===== src/rtl/reg_file_if.sv =====
// reg_file_if -- ROB <-> architectural register file bundle.
//
// Carries every ROB-facing signal of reg_file except the clock, reset and
// global ready, which stay plain module ports.
//   master : ROB side. Drives source queries, the rd rename, the commit port
//            and the misprediction flush. Receives the operand answers.
//   slave  : register file side. Sees the same signals with the directions
//            swapped.
// ROB_W and XLEN must match the parameters of the reg_file it connects to.
interface reg_file_if #(
  parameter int ROB_W = 4,
  parameter int XLEN  = 32
);
  // Misprediction flush
  logic             rob_rst_enable;

  // Source operand queries and their answers
  logic [4:0]       rob2reg_rs1_request;
  logic [4:0]       rob2reg_rs2_request;
  logic [XLEN-1:0]  reg2rob_rs1_value;
  logic [XLEN-1:0]  reg2rob_rs2_value;
  logic [ROB_W-1:0] reg2rob_rs1_rename;
  logic [ROB_W-1:0] reg2rob_rs2_rename;
  logic             reg2rob_rs1_if_rename;
  logic             reg2rob_rs2_if_rename;

  // Destination rename at issue
  logic             rob2reg_rename_enable;
  logic [4:0]       rob2reg_rd_request;
  logic [ROB_W-1:0] rob2reg_rename_reorder;

  // Retirement
  logic             rob2reg_commit_enable;
  logic [4:0]       rob2reg_commit_des;
  logic [XLEN-1:0]  rob2reg_commit_value;
  logic [ROB_W-1:0] rob2reg_commit_reorder;

  modport master (
    output rob_rst_enable,
    output rob2reg_rs1_request, rob2reg_rs2_request,
    input  reg2rob_rs1_value, reg2rob_rs2_value,
    input  reg2rob_rs1_rename, reg2rob_rs2_rename,
    input  reg2rob_rs1_if_rename, reg2rob_rs2_if_rename,
    output rob2reg_rename_enable, rob2reg_rd_request, rob2reg_rename_reorder,
    output rob2reg_commit_enable, rob2reg_commit_des,
    output rob2reg_commit_value, rob2reg_commit_reorder
  );

  modport slave (
    input  rob_rst_enable,
    input  rob2reg_rs1_request, rob2reg_rs2_request,
    output reg2rob_rs1_value, reg2rob_rs2_value,
    output reg2rob_rs1_rename, reg2rob_rs2_rename,
    output reg2rob_rs1_if_rename, reg2rob_rs2_if_rename,
    input  rob2reg_rename_enable, rob2reg_rd_request, rob2reg_rename_reorder,
    input  rob2reg_commit_enable, rob2reg_commit_des,
    input  rob2reg_commit_value, rob2reg_commit_reorder
  );
endinterface


===== src/rtl/reg_file.sv =====
// reg_file -- architectural register file with per-register rename tags.
//
// Holds 32 committed values plus a busy bit and producing ROB tag per
// register. Source queries are answered combinationally with either the
// committed value or the ROB tag that will produce it; a same-cycle commit
// is forwarded. Renames and commits update state at the clock edge.
//
// Ports:
//   clk_in  : clock
//   rst_in  : synchronous active-high reset, clears values, busy and tags
//   rdy_in  : global ready; no state changes while low, reads stay live
//   bus     : reg_file_if.slave -- queries, answers, rename, commit, flush
module reg_file #(
  parameter int ROB_W = 4,
  parameter int XLEN  = 32
) (
  input  logic       clk_in,
  input  logic       rst_in,
  input  logic       rdy_in,
  reg_file_if.slave  bus
);

  logic [XLEN-1:0]  value_q [32];
  logic [XLEN-1:0]  value_d [32];
  logic [31:0]      busy_q;
  logic [31:0]      busy_d;
  logic [ROB_W-1:0] tag_q   [32];
  logic [ROB_W-1:0] tag_d   [32];

  // ---------------------------------------------------------------------
  // Next-state. The rename is applied after the commit so that, on the same
  // register, the new mapping wins over the busy clear of the old one. A
  // flush still lets the commit value land (the flushing JALR retires its
  // own rd) but drops any rename.
  // ---------------------------------------------------------------------
  always_comb begin
    value_d = value_q;
    busy_d  = busy_q;
    tag_d   = tag_q;

    if (bus.rob2reg_commit_enable && bus.rob2reg_commit_des != 5'd0) begin
      value_d[bus.rob2reg_commit_des] = bus.rob2reg_commit_value;
      // Only the producer currently mapped may release the register; an
      // older producer (stale tag) just leaves its value behind.
      if (busy_q[bus.rob2reg_commit_des] &&
          tag_q[bus.rob2reg_commit_des] == bus.rob2reg_commit_reorder) begin
        busy_d[bus.rob2reg_commit_des] = 1'b0;
      end
    end

    if (bus.rob_rst_enable) begin
      busy_d = '0;
    end else if (bus.rob2reg_rename_enable && bus.rob2reg_rd_request != 5'd0) begin
      busy_d[bus.rob2reg_rd_request] = 1'b1;
      tag_d[bus.rob2reg_rd_request]  = bus.rob2reg_rename_reorder;
    end
  end

  always_ff @(posedge clk_in) begin
    if (rst_in) begin
      busy_q <= '0;
      for (int i = 0; i < 32; i++) begin
        value_q[i] <= '0;
        tag_q[i]   <= '0;
      end
    end else if (rdy_in) begin
      value_q <= value_d;
      busy_q  <= busy_d;
      tag_q   <= tag_d;
    end
  end

  // ---------------------------------------------------------------------
  // Read ports. Purely from current state and the commit inputs, so a
  // same-cycle rename of the issuing instruction's rd cannot disturb its
  // own source operands.
  // ---------------------------------------------------------------------
  genvar gi;
  generate
    for (gi = 0; gi < 2; gi++) begin : g_read
      logic [4:0]       req;
      logic             commit_hit;
      logic [XLEN-1:0]  rd_value;
      logic [ROB_W-1:0] rd_tag;
      logic             rd_pending;

      assign req = (gi == 0) ? bus.rob2reg_rs1_request : bus.rob2reg_rs2_request;
      assign commit_hit = bus.rob2reg_commit_enable && (bus.rob2reg_commit_des == req);

      always_comb begin
        rd_value   = '0;
        rd_tag     = '0;
        rd_pending = 1'b0;
        if (req != 5'd0) begin
          rd_value   = commit_hit ? bus.rob2reg_commit_value : value_q[req];
          // Still pending unless the retiring entry is the current producer.
          rd_pending = busy_q[req] &&
                       !(commit_hit && bus.rob2reg_commit_reorder == tag_q[req]);
          rd_tag     = rd_pending ? tag_q[req] : '0;
        end
      end
    end
  endgenerate

  assign bus.reg2rob_rs1_value     = g_read[0].rd_value;
  assign bus.reg2rob_rs1_rename    = g_read[0].rd_tag;
  assign bus.reg2rob_rs1_if_rename = g_read[0].rd_pending;
  assign bus.reg2rob_rs2_value     = g_read[1].rd_value;
  assign bus.reg2rob_rs2_rename    = g_read[1].rd_tag;
  assign bus.reg2rob_rs2_if_rename = g_read[1].rd_pending;

endmodule


===== src/flat_wrapper.sv =====
// flat-port wrapper written by rule: the top's interface ports become plain ports
module reg_file_flat 
#(
  parameter int ROB_W = 4,
  parameter int XLEN  = 32
)
  (clk_in, rst_in, rdy_in, bus_rob_rst_enable, bus_rob2reg_rs1_request, bus_rob2reg_rs2_request, bus_reg2rob_rs1_value, bus_reg2rob_rs2_value, bus_reg2rob_rs1_rename, bus_reg2rob_rs2_rename, bus_reg2rob_rs1_if_rename, bus_reg2rob_rs2_if_rename, bus_rob2reg_rename_enable, bus_rob2reg_rd_request, bus_rob2reg_rename_reorder, bus_rob2reg_commit_enable, bus_rob2reg_commit_des, bus_rob2reg_commit_value, bus_rob2reg_commit_reorder);
  reg_file_if #(.ROB_W(ROB_W), .XLEN(XLEN)) bus_i ();
  input  logic clk_in;
  input  logic rst_in;
  input  logic rdy_in;
  input wire logic [$bits(bus_i.rob_rst_enable)-1:0] bus_rob_rst_enable;
  input wire logic [$bits(bus_i.rob2reg_rs1_request)-1:0] bus_rob2reg_rs1_request;
  input wire logic [$bits(bus_i.rob2reg_rs2_request)-1:0] bus_rob2reg_rs2_request;
  output wire logic [$bits(bus_i.reg2rob_rs1_value)-1:0] bus_reg2rob_rs1_value;
  output wire logic [$bits(bus_i.reg2rob_rs2_value)-1:0] bus_reg2rob_rs2_value;
  output wire logic [$bits(bus_i.reg2rob_rs1_rename)-1:0] bus_reg2rob_rs1_rename;
  output wire logic [$bits(bus_i.reg2rob_rs2_rename)-1:0] bus_reg2rob_rs2_rename;
  output wire logic [$bits(bus_i.reg2rob_rs1_if_rename)-1:0] bus_reg2rob_rs1_if_rename;
  output wire logic [$bits(bus_i.reg2rob_rs2_if_rename)-1:0] bus_reg2rob_rs2_if_rename;
  input wire logic [$bits(bus_i.rob2reg_rename_enable)-1:0] bus_rob2reg_rename_enable;
  input wire logic [$bits(bus_i.rob2reg_rd_request)-1:0] bus_rob2reg_rd_request;
  input wire logic [$bits(bus_i.rob2reg_rename_reorder)-1:0] bus_rob2reg_rename_reorder;
  input wire logic [$bits(bus_i.rob2reg_commit_enable)-1:0] bus_rob2reg_commit_enable;
  input wire logic [$bits(bus_i.rob2reg_commit_des)-1:0] bus_rob2reg_commit_des;
  input wire logic [$bits(bus_i.rob2reg_commit_value)-1:0] bus_rob2reg_commit_value;
  input wire logic [$bits(bus_i.rob2reg_commit_reorder)-1:0] bus_rob2reg_commit_reorder;
  assign bus_i.rob_rst_enable = bus_rob_rst_enable;
  assign bus_i.rob2reg_rs1_request = bus_rob2reg_rs1_request;
  assign bus_i.rob2reg_rs2_request = bus_rob2reg_rs2_request;
  assign bus_reg2rob_rs1_value = bus_i.reg2rob_rs1_value;
  assign bus_reg2rob_rs2_value = bus_i.reg2rob_rs2_value;
  assign bus_reg2rob_rs1_rename = bus_i.reg2rob_rs1_rename;
  assign bus_reg2rob_rs2_rename = bus_i.reg2rob_rs2_rename;
  assign bus_reg2rob_rs1_if_rename = bus_i.reg2rob_rs1_if_rename;
  assign bus_reg2rob_rs2_if_rename = bus_i.reg2rob_rs2_if_rename;
  assign bus_i.rob2reg_rename_enable = bus_rob2reg_rename_enable;
  assign bus_i.rob2reg_rd_request = bus_rob2reg_rd_request;
  assign bus_i.rob2reg_rename_reorder = bus_rob2reg_rename_reorder;
  assign bus_i.rob2reg_commit_enable = bus_rob2reg_commit_enable;
  assign bus_i.rob2reg_commit_des = bus_rob2reg_commit_des;
  assign bus_i.rob2reg_commit_value = bus_rob2reg_commit_value;
  assign bus_i.rob2reg_commit_reorder = bus_rob2reg_commit_reorder;
  reg_file #(.ROB_W(ROB_W), .XLEN(XLEN)) u_core (.clk_in(clk_in), .rst_in(rst_in), .rdy_in(rdy_in), .bus(bus_i));
endmodule

===== config.mk =====
export PLATFORM = sky130hd
export DESIGN_NAME = reg_file_flat
export DESIGN_NICKNAME = d
export VERILOG_FILES = /design/src/rtl/reg_file_if.sv /design/src/rtl/reg_file.sv /design/src/flat_wrapper.sv
export SDC_FILE = /design/constraint.sdc
export NUM_CORES = 2
export LEC_CHECK = 0
export ABC_CLOCK_PERIOD_IN_PS = 4500
export CORE_MARGIN = 1.5
export CORE_UTILIZATION = 35
export CTS_CLUSTER_SIZE = 12
export DETAILED_ROUTE_END_ITERATION = 8
export PLACE_DENSITY_LB_ADDON = 0.08
export SETUP_SLACK_MARGIN = 0.1
export SYNTH_ARGS = -nofsm -noshare
export SYNTH_HDL_FRONTEND = slang
export SYNTH_SLANG_ARGS = --single-unit

===== constraint.sdc =====
create_clock -name clk_in -period 4.5 [get_ports clk_in]
set_input_delay 0.9 -clock clk_in [delete_from_list [all_inputs] [get_ports clk_in]]
set_output_delay 0.9 -clock clk_in [all_outputs]
set_load 0.005 [all_outputs]

==> Flow_metrics.wiki <==
{| class="wikitable"
! Metric !! Value
|-
| Pin slew with the least headroom to its limit || 1.18 ns
|-
| Syn Inst Count || 6753
|-
| Number of enable flip-flop cells after synthesis || 0
|-
| Post-synthesis register bit count || 1184
|-
| Maximum fanout along the worst path || 30
|-
| Sw power || 0.00640 W
|-
| Die outline width || 426 um
|-
| Kind of path behind the tightest hold check || flip-flop to flip-flop
|-
| Fillcell total || 17100
|-
| Synthesized netlist net count || 6819
|-
| Pin count of the biggest net entering global routing || 206
|-
| Shortest period the worst path allows || 4.42 ns
|-
| Slew margin rel. || 0.211
|-
| CTS H-tree depth || 4
|-
| Worst reg2reg startpoint || u_core.tag_q[17]
|-
| Clock tree from TritonCTS || yes
|-
| Final hold violation count || 0
|-
| HPWL after detailed placement || 177000 um
|-
| Worst Min Path Start || u_core.value_q[800]
|-
| Final-report max-slew violation count || 0
|-
| Total of warnings raised by yosys || 0
|-
| Clock Power Share || 0.487
|-
| Most frequent CP cell || sky130_fd_sc_hd__mux4_2
|-
| Dominant cells by area after synthesis || sky130_fd_sc_hd__dfxtp_1 38%, sky130_fd_sc_hd__mux4_2 25%, sky130_fd_sc_hd__nand2_1 13%
|-
| Worst-path cell with the longest stage delay || sky130_fd_sc_hd__mux4_2
|-
| Number of max-capacitance violations reported || 0
|-
| Peak ir drop on the vdd network || 0.279 mV
|-
| All-layer global routing usage || 0.308
|-
| Clock skew || 0.0161 ns
|-
| Antenna violations before repair || 11
|-
| Register-to-register path setup slack || 1.71 ns
|-
| Post-synth design cell area || 62700 sq um
|-
| Number of placed cells counting well taps || 9032
|-
| Detailed-route wire length per cell || 30.5 um
|-
| Met2 routed WL || 130000 um
|-
| # port buffers || 139
|-
| Endpoint, Worst Hold || u_core.value_q[800]
|-
| Clock slew seen by the registers of the worst setup and hold paths || 0.06 ns
|-
| Number of standard cells in the final layout excluding fillers || 9363
|-
| Fraction of power spent switching nets || 0.256
|-
| Fraction of final layout cells sized beyond drive strength 1 || 0.242
|-
| Crit. End Element || output port
|-
| Height of the die || 426 um
|-
| Share of Yosys cell area claimed by the top area cell type || 0.378
|-
| Arrival time reported for the critical path endpoint || 3.52 ns
|-
| Number of nets in the layout || 6962
|-
| Cts bufs inserted || 144
|-
| Sequential share of the synthesized area || 0.378
|-
| Routability congestion estimate from global placement || 0.873
|-
| Final ANT Viol Nets || 0
|-
| Total number of placement rows || 155
|-
| Later-pin clock latency in the skew report || 0.80 ns
|-
| Logic pwr share || 0.091
|-
| Worst hold slack || 0.464 ns
|-
| Top flip-flop cell by instance count after synthesis || sky130_fd_sc_hd__dfxtp_1
|-
| Highest achievable clock rate || 226 MHz
|-
| Vias || 55100
|-
| Status || complete, no violations
|-
| Post-detailed-route DRC marker count || 0
|-
| Register Area || 23700 sq um
|-
| Critical path, cell by cell || buf_8, buf_12, buf_16, mux4_2, mux2i_1, mux4_2, a211oi_1, buf_4, clkdlybuf4s50_1
|-
| I/O pin cnt || 140
|-
| Wire length on met3 || 20600 um
|-
| Leakage power of the design || 25.6 nW
|-
| Share of the clock period used by the worst path after layout || 0.982
|-
| Post-layout total power || 0.0250 W
|-
| R2R cell count || 7
|-
| Area grow syn2layout || 21.9%
|-
| Critical Path Source Type || input port
|-
| Pint || 0.0186 W
|-
| First-pass detailed-route iteration total || 6
|-
| Via/cell ratio || 5.88
|-
| DRT met1 WL || 122000 um
|-
| RR Endpoint || u_core.busy_q[24]
|-
| Number of global-route vias before repair || 52400
|-
| Share of power burned in registers || 0.422
|-
| Fraction of registers with async set/reset || 0
|-
| Largest stage delay on the critical path || 0.55 ns
|-
| Placement Cell Area || 69600 sq um
|-
| Highest routed metal layer || met5
|-
| Most frequent cells in the layout || 2074 x sky130_fd_sc_hd__nand2_1, 1184 x sky130_fd_sc_hd__dfxtp_1, 1058 x sky130_fd_sc_hd__a21oi_1, 694 x sky130_fd_sc_hd__mux4_2, 403 x sky130_fd_sc_hd__buf_4
|-
| Initial Utilization || 0.352
|-
| Hold Crit Depth || 2
|-
| Power Dens Cells || 327 nW/um^2
|-
| Biggest area consumer among synthesized cells || sky130_fd_sc_hd__dfxtp_1
|-
| Unique cell type count in the Yosys netlist || 55
|-
| Most common cell after layout, fill and taps aside || sky130_fd_sc_hd__nand2_1
|-
| Core Region || 178000 sq um
|-
| Global-route wire length before repair || 401000 um
|-
| Area of combinational cells with multiple inputs || 36700 sq um
|-
| RSZ-0062 raised after global routing || yes
|-
| Required @ worst endpoint || 3.60 ns
|-
| Wire length reported by the detailed router || 285000 um
|-
| 1st-iter DRT viols || 6170
|-
| Total of endpoints with negative setup slack in the final report || 0
|-
| Synthesized area divided by synthesized cell count || 9.28 sq um
|-
| Num Clock Sinks || 1184
|-
| Post-route cell area || 76400 sq um
|-
| Aggregate global routing overflow || 0
|-
| Maximum clock insertion buffer count || 3
|-
| Master cell of the clock root buffer || sky130_fd_sc_hd__clkbuf_16
|-
| Area enclosed by the die boundary || 182000 sq um
|-
| Worst Setup Path Type || input port to output port
|}
## flip-flops by register name, summed over array words and instances, names as in the netlist
signal / count
u_core.tag_q: 128
u_core.busy_q: 32
u_core.value_q: 1024
## worst max path at each step
stage                               start                        end  slack, ns  depth (start not counted)
5_1_grt        bus_rob2reg_rs1_request[0]   bus_reg2rob_rs1_value[2]       0.04                         11
6_report       bus_rob2reg_rs1_request[1]   bus_reg2rob_rs1_value[9]       0.08                          9
4_1_cts        bus_rob2reg_rs2_request[0]  bus_reg2rob_rs2_rename[0]       0.01                         10
3_3_place_gp    bus_rob2reg_commit_des[2]   bus_reg2rob_rs1_value[0]      -0.74                          9
2_1_floorplan  bus_rob2reg_rs1_request[0]  bus_reg2rob_rs1_value[10]       0.66                          8
3_5_place_dp    bus_rob2reg_commit_des[2]   bus_reg2rob_rs1_value[0]      -0.75                          9
## metrics by stage
step	utilization	TNS, ns	setup slack, ns
4_1_cts	0.427	0	0.0148
5_1_grt	0.428	0	0.0444
3_3_place_gp	0.390	-4.83	-0.742
2_1_floorplan	-	0	0.659
6_report	0.428	0	0.0806
3_5_place_dp	0.390	-5.72	-0.746
## cell families (layout without fill, tap and decap cells)
group,after synthesis,after routing,share of synthesized area
muxes,994,994,0.298
and+or+nand+nor,2550,2550,0.163
xor gates and xnor gates,16,16,0.00224
buffers and inverters,726,978,0.0494
DFF,1184,1184,0.378
other,0,3,0
AOI/OAI and AO/OA,1283,1283,0.110
## repair_timing
| item | CTS | global route |
|---|---|---|
| resized for setup | 204 | 36 |
| pin swaps | 19 | 8 |
| gates cloned | 14 | 3 |
| buffers inserted | 46 | 10 |
| setup endpoints to repair | 74 | 28 |
| hold buffers | 0 | 0 |
## metal layers
layer  global-route usage  vias to the layer above
li1                     -                    24200
met1                0.425                    28000
met2                0.483                     2382
met3               0.0475                      520
met4                0.125                        6
met5                    0                        -
## synth_stat cells, types with 10 or more instances
cell type and number:
sky130_fd_sc_hd__mux2i_1 283, sky130_fd_sc_hd__o21ai_0 20, sky130_fd_sc_hd__buf_1 22, sky130_fd_sc_hd__nand2_1 2105, sky130_fd_sc_hd__a211oi_1 99, sky130_fd_sc_hd__nand3_1 47, sky130_fd_sc_hd__o21ai_1 13, sky130_fd_sc_hd__a21oi_1 1069
sky130_fd_sc_hd__clkbuf_1 550, sky130_fd_sc_hd__mux4_2 694, sky130_fd_sc_hd__nor3_1 10, sky130_fd_sc_hd__o22ai_1 43, sky130_fd_sc_hd__buf_2 73, sky130_fd_sc_hd__a22oi_1 17, sky130_fd_sc_hd__nor4_1 12, sky130_fd_sc_hd__mux2_2 17
sky130_fd_sc_hd__dfxtp_1 1184, sky130_fd_sc_hd__nor2b_1 70, sky130_fd_sc_hd__inv_1 13, sky130_fd_sc_hd__buf_4 57, sky130_fd_sc_hd__nor2_1 236
## worst max-delay path, delay by kind of cell
kind	cells	cell delay, ns
AO/OA/AOI/OAI	1	0.35
buffers and inverters	5	1.32
multiplexers	3	0.89
## layout make-up
type / instances / share of cell area
Timing Repair Buffer: 708 / 0.106
Antenna cell: 3 / 0.0000983
Inverter: 15 / 0.000737
Clock buffer: 218 / 0.0578
Clock inverter: 37 / 0.00613
Sequential cell: 1184 / 0.310
Multi-Input combinational cell: 4843 / 0.480
Tap cell: 2355 / 0.0386
## power by group through the flow
| stage | registers [W] | clock network, W | logic [W] |
|---|---|---|---|
| finish | 0.0106 | 0.0122 | 0.00227 |
| global route | 0.0106 | 0.0127 | 0.00236 |
| CTS | 0.0106 | 0.0123 | 0.00223 |
| detailed placement | 0.0108 | 0 | 0.00207 |
| global placement | 0.0108 | 0 | 0.00206 |
| floorplan | 0.0108 | 0 | 0.00117 |
No activity file was read; power rests on OpenSTA's default activity.
